===== config.mk =====
export PLATFORM = sky130hd
export DESIGN_NAME = delay_demux
export DESIGN_NICKNAME = d
export VERILOG_FILES = /design/src/rtl/delay_demux_pkg.sv /design/src/rtl/delay_demux_lane.sv /design/src/rtl/delay_demux.sv
export SDC_FILE = /design/constraint.sdc
export NUM_CORES = 1
export LEC_CHECK = 0
export BUFFER_PORTS_ARGS = -buffer_cell sky130_fd_sc_hd__buf_2
export CAP_MARGIN = 30
export CORE_ASPECT_RATIO = 1.75
export CORE_MARGIN = 3
export CORE_UTILIZATION = 45
export CTS_BUF_LIST = sky130_fd_sc_hd__clkbuf_4 sky130_fd_sc_hd__clkbuf_8
export DETAILED_ROUTE_END_ITERATION = 8
export HOLD_SLACK_MARGIN = 0.08
export PLACE_DENSITY = 0.81
export SLEW_MARGIN = 20
export SYNTH_ARGS = -nofsm -noshare
export SYNTH_HDL_FRONTEND = slang
export SYNTH_HIERARCHICAL = 1
export SYNTH_SLANG_ARGS = --single-unit

===== constraint.sdc =====
create_clock -name clk -period 1.4 [get_ports clk]
set_input_delay 0.14 -clock clk [delete_from_list [all_inputs] [get_ports clk]]
set_output_delay 0.14 -clock clk [all_outputs]
set_load 0.005 [all_outputs]

===== src/rtl/delay_demux_pkg.sv =====
// Shared types and defaults for the delay demultiplexer.
// Holds the lane state encoding, default widths/delays and a counter sizing helper.
package delay_demux_pkg;

    typedef enum logic [1:0] {
        ST_IDLE  = 2'b00,
        ST_WAIT  = 2'b01,
        ST_VALID = 2'b10
    } lane_state_t;

    localparam int DEF_W    = 8;
    localparam int DEF_DLY0 = 3;
    localparam int DEF_DLY1 = 4;

    // Counter must hold DLY-1; keep at least one bit for DLY=1.
    function automatic int cnt_w(input int dly);
        return (dly > 1) ? $clog2(dly) : 1;
    endfunction

endpackage


===== src/rtl/delay_demux_lane.sv =====
// One output lane: latches a word, holds it off DLY cycles, then presents it.
// Ports: clk, rst, load/load_data (accept), valid/ready/data (output), idle.
module delay_demux_lane
    import delay_demux_pkg::*;
#(
    parameter int W   = DEF_W,
    parameter int DLY = DEF_DLY0
) (
    input  logic         clk,
    input  logic         rst,
    input  logic         load,
    input  logic [W-1:0] load_data,
    output logic         valid,
    input  logic         ready,
    output logic [W-1:0] data,
    output logic         idle
);

    localparam int CW = cnt_w(DLY);

    if (DLY < 1) begin : g_bad_dly
        $error("delay_demux_lane: DLY must be >= 1");
    end

    lane_state_t   state;
    logic [CW-1:0] cnt;

    assign idle = (state == ST_IDLE);

    // Counter starts at DLY-1, so valid rises exactly DLY edges after load.
    always_ff @(posedge clk) begin
        if (rst) begin
            state <= ST_IDLE;
            cnt   <= '0;
            valid <= 1'b0;
            data  <= '0;
        end else begin
            case (state)
                ST_IDLE: begin
                    if (load) begin
                        data  <= load_data;
                        cnt   <= CW'(DLY - 1);
                        state <= ST_WAIT;
                    end
                end
                ST_WAIT: begin
                    if (cnt == '0) begin
                        state <= ST_VALID;
                        valid <= 1'b1;
                    end else begin
                        cnt <= cnt - 1'b1;
                    end
                end
                ST_VALID: begin
                    if (ready) begin
                        state <= ST_IDLE;
                        valid <= 1'b0;
                    end
                end
                default: begin
                    state <= ST_IDLE;
                    valid <= 1'b0;
                end
            endcase
        end
    end

endmodule


===== src/rtl/delay_demux.sv =====
// Steers each accepted word to one of two independently delayed lanes.
// Ports: clk, rst, in_valid/in_ready/in_data/sel, out0_*, out1_* handshakes.
module delay_demux
    import delay_demux_pkg::*;
#(
    parameter int W    = DEF_W,
    parameter int DLY0 = DEF_DLY0,
    parameter int DLY1 = DEF_DLY1
) (
    input  logic         clk,
    input  logic         rst,
    input  logic         in_valid,
    output logic         in_ready,
    input  logic [W-1:0] in_data,
    input  logic         sel,
    output logic         out0_valid,
    input  logic         out0_ready,
    output logic [W-1:0] out0_data,
    output logic         out1_valid,
    input  logic         out1_ready,
    output logic [W-1:0] out1_data
);

    logic idle0;
    logic idle1;
    logic load0;
    logic load1;

    // A lane that transfers this edge is still VALID, so it cannot reload here.
    assign in_ready = ~rst & (sel ? idle1 : idle0);
    assign load0    = in_valid & in_ready & ~sel;
    assign load1    = in_valid & in_ready & sel;

    delay_demux_lane #(.W(W), .DLY(DLY0)) u_lane0 (
        .clk       (clk),
        .rst       (rst),
        .load      (load0),
        .load_data (in_data),
        .valid     (out0_valid),
        .ready     (out0_ready),
        .data      (out0_data),
        .idle      (idle0)
    );

    delay_demux_lane #(.W(W), .DLY(DLY1)) u_lane1 (
        .clk       (clk),
        .rst       (rst),
        .load      (load1),
        .load_data (in_data),
        .valid     (out1_valid),
        .ready     (out1_ready),
        .data      (out1_data),
        .idle      (idle1)
    );

endmodule


==> run_results.csv <==
group,metric,value,unit
synth,synthCells,128,
critical_path,critPathMaxStageDelay,460,ps
sta,fin_tns_setup,-166,ps
sta,timing.fmax,0.698,GHz
routing,vias_per_cell,5.22,
critical_path,r2r-end,"u_lane1/data[6]",
status,status,"finished with violations",
routing,drt-met1-wl,978,µm
critical_path,critPathSlowestCell,"or3b_4",
sta,hold_ws,124,ps
routing,routed_wirelength,2430,µm
sta,worst_pin_slew,279,ps
layout,final_area,1450,µm²
global_route,grt_pass1_vias,1049,
sta,rsz0062_at_grt,"yes",
clocking,clk_path_buf_depth,2,
critical_path,worst_setup_path_end_kind,"register",
global_route,grt_max_degree,28,
global_route,grt-ovfl-total,0,
floorplanning,die_y,73.0,µm
pwr,ir_drop,0.544,mV
synth,ys_warn_count,6,
critical_path,worstPathArrival,1580,ps
clocking,root_buffer,"clkbuf_8",
floorplanning,io_pins,33,
critical_path,cp_data_required_time,1550,ps
global_route,grt_pass1_wl,4120,µm
sta,fin_ws,-33.2,ps
layout,n_antenna_cell,0,
routing,first_pass_iters,4,
layout,utilization,61.6,%
placement,placed_cell_area,1370,µm²
clocking,htreeDepth,1,
placement,io_buffers,32,
critical_path,crit_type,"register to register",
flow_run,drv_cap,0,
routing,wl_met2,1240,µm
min_path,min_to,"u_lane1/data[4]",
layout,drive_gt1_share,38.9,%
synth,syn_area,1150,µm²
layout,fin_nets,185,
sta,fin_crit,1430,ps
synth,async_flop_share,0,%
critical_path,cp_cell_sequence,"nor2_1 -> nand2_1 -> nor2_4 -> or3b_4 -> nand2_1 -> a21oi_1",
synth,syn_nets,144,
routing,routed-wl-met3,148,µm
pwr,power_density,973,nW/µm²
sta,maxSlewHeadroom,81.4,%
floorplanning,start_util,48.9,%
clocking,cts_tree,"yes",
routing,vias,1002,
clocking,cts_inserted_buffers,3,
routing,drt_iter0_drc,12,
placement,gp_congestion,0.811,
min_path,holdPathStages,3,
critical_path,critPathLaunchType,"register",
sta,slew_viol_final,0,
clocking,clock_sinks,26,
synth,synth_area_per_cell,9.01,µm²
critical_path,rrSetupSlack,-30,ps
min_path,holdCritPathClass,"input pin to register",
critical_path,reg2reg_from,"u_lane1/state[1]",
synth,synth_edf_count,0,
clocking,clk_pin_slew,80,ps
routing,wire_per_inst,12.7,µm
clocking,cts_hold_buf,0,
routing,maxUsedRoutingLayer,"met4",
global_route,gr-usage-all-layers,16.5,%
min_path,min_from,"in_data[4]",
synth,ys.flop_type,"dfxtp_1",
sta,finalHoldViolCount,0,
critical_path,reg2reg_depth,6,
sta,fin_worst_skew,0.979,ps
routing,drt.antenna.violating_nets,0,
sta,post-route-period-util,102,%
clocking,clock_latency,260,ps
floorplanning,rows,23,
status,violations,"setup timing",
critical_path,cp_top_family,"simple AND/OR/NAND/NOR gates",
synth,ys_ff_latch,26,
layout,area_growth,25.9,%
critical_path,path_common_cell,"nand2_1",
floorplanning,die_w,44.3,µm
pwr,p_leak,0.628,nW
floorplanning,die-area,3230,µm²
routing,drc,0,
placement,place_hpwl,1770,µm
critical_path,worst-path-buf-inv,0,
synth,ys_seq_area_share,45.1,%
synth,synth_cell_types,30,
global_route,antenna_found_initial,0,
sta,setup_viol,9,
floorplanning,core_area,2360,µm²
critical_path,path_max_fanout,8,
cell families (layout without fill, tap and decap cells):
logic type	count (synthesis)	in the layout	share of synthesized area (%)
AOI/OAI and AO/OA	26	26	14.0
muxes	9	9	7.92
and+or+nand+nor	51	51	23.5
DFF	26	26	45.1
buffers and inverters	14	53	7.27
adders and majority gates	2	2	2.17
cells in the mapped netlist (all sizes together), types with 2 or more instances:
cell type | number | area, µm²
dfxtp | 26 | 521
a21oi | 15 | 82.6
or3b | 2 | 17.5
nand2 | 17 | 63.8
nor3b | 3 | 38.8
inv | 7 | 26.3
nor2b | 3 | 18.8
nor2 | 19 | 71.3
a31oi | 3 | 18.8
mux2i | 8 | 80.1
nand2b | 3 | 33.8
o32a | 2 | 20.0
ha | 2 | 25.0
buf | 6 | 53.8
o21ai | 3 | 15.0
worst max-delay path by stage:
stage	start	cells past startpoint	to	slack, ps
floorplan	u_lane1/state[1]	8	u_lane1/data[0]	-20
global placement	u_lane1/state[1]	6	u_lane1/data[6]	-10
detailed placement	u_lane1/state[1]	6	u_lane1/data[0]	-30
CTS	u_lane0/state[0]	7	u_lane0/data[5]	-30
global route	u_lane1/state[1]	6	u_lane1/data[3]	-110
finish	u_lane1/state[1]	6	u_lane1/data[6]	-30
state kept, by name (all words and copies together) (netlist names):
| signal | flops |
|---|---|
| u_lane1/data | 8 |
| u_lane0/cnt | 2 |
| u_lane0/valid | 1 |
| u_lane1/valid | 1 |
| u_lane1/cnt | 2 |
| u_lane0/data | 8 |
| u_lane1/state | 2 |
| u_lane0/state | 2 |
metal layers:
metal	up-vias	global-route usage (%)
met1	454	15.9
met4	0	9.06
li1	506	-
met2	35	31.3
met5	-	0
met3	7	2.47
area by class of cell:
type | instances | area (µm²)
repair buffers | 43 | 246
inverters | 7 | 26.3
clock buffers | 3 | 41.3
flip-flops and latches | 26 | 524
well taps | 25 | 31.3
multi-input cells | 88 | 583
fillers | 189 | 907
worst reg2reg max path: cells and delay by family (launching register included):
family	cells	cell delay (ps)
AND/OR/NAND/NOR	5	930
flip-flops	1	320
AO/OA/AOI/OAI	1	60
through the flow:
step | power [mW] | std cells | setup WS (ps)
floorplan | 0.938 | 128 | -21.2
global placement | 1.00 | 186 | -11.7
detailed placement | 1.01 | 186 | -25.1
CTS | 1.42 | 189 | -25.5
global route | 1.48 | 192 | -105
finish | 1.41 | 192 | -33.2
placed cells by master, fill, tap and decap left out, types with 7 or more instances in the layout:
master,netlist,layout
dfxtp_1,26,23
buf_4,0,10
nor2_1,19,16
buf_2,1,32
nand2_1,17,15
inv_1,7,7
mux2i_1,8,7
a21oi_1,13,13
power breakdown:
group	internal (mW)	switching [mW]	total, mW
combinational	0.112	0.111	0.223
clock	0.193	0.211	0.404
sequential	0.770	0.0161	0.786
what timing repair did:
action / 4_1_cts / 5_1_grt
pin swaps: 1 / 6
resized for setup: 3 / 6
setup endpoints to repair: 15 / 16
cloned: 0 / 0
setup buffers: 0 / 3
Note: power is estimated with default switching activity, not from simulation.
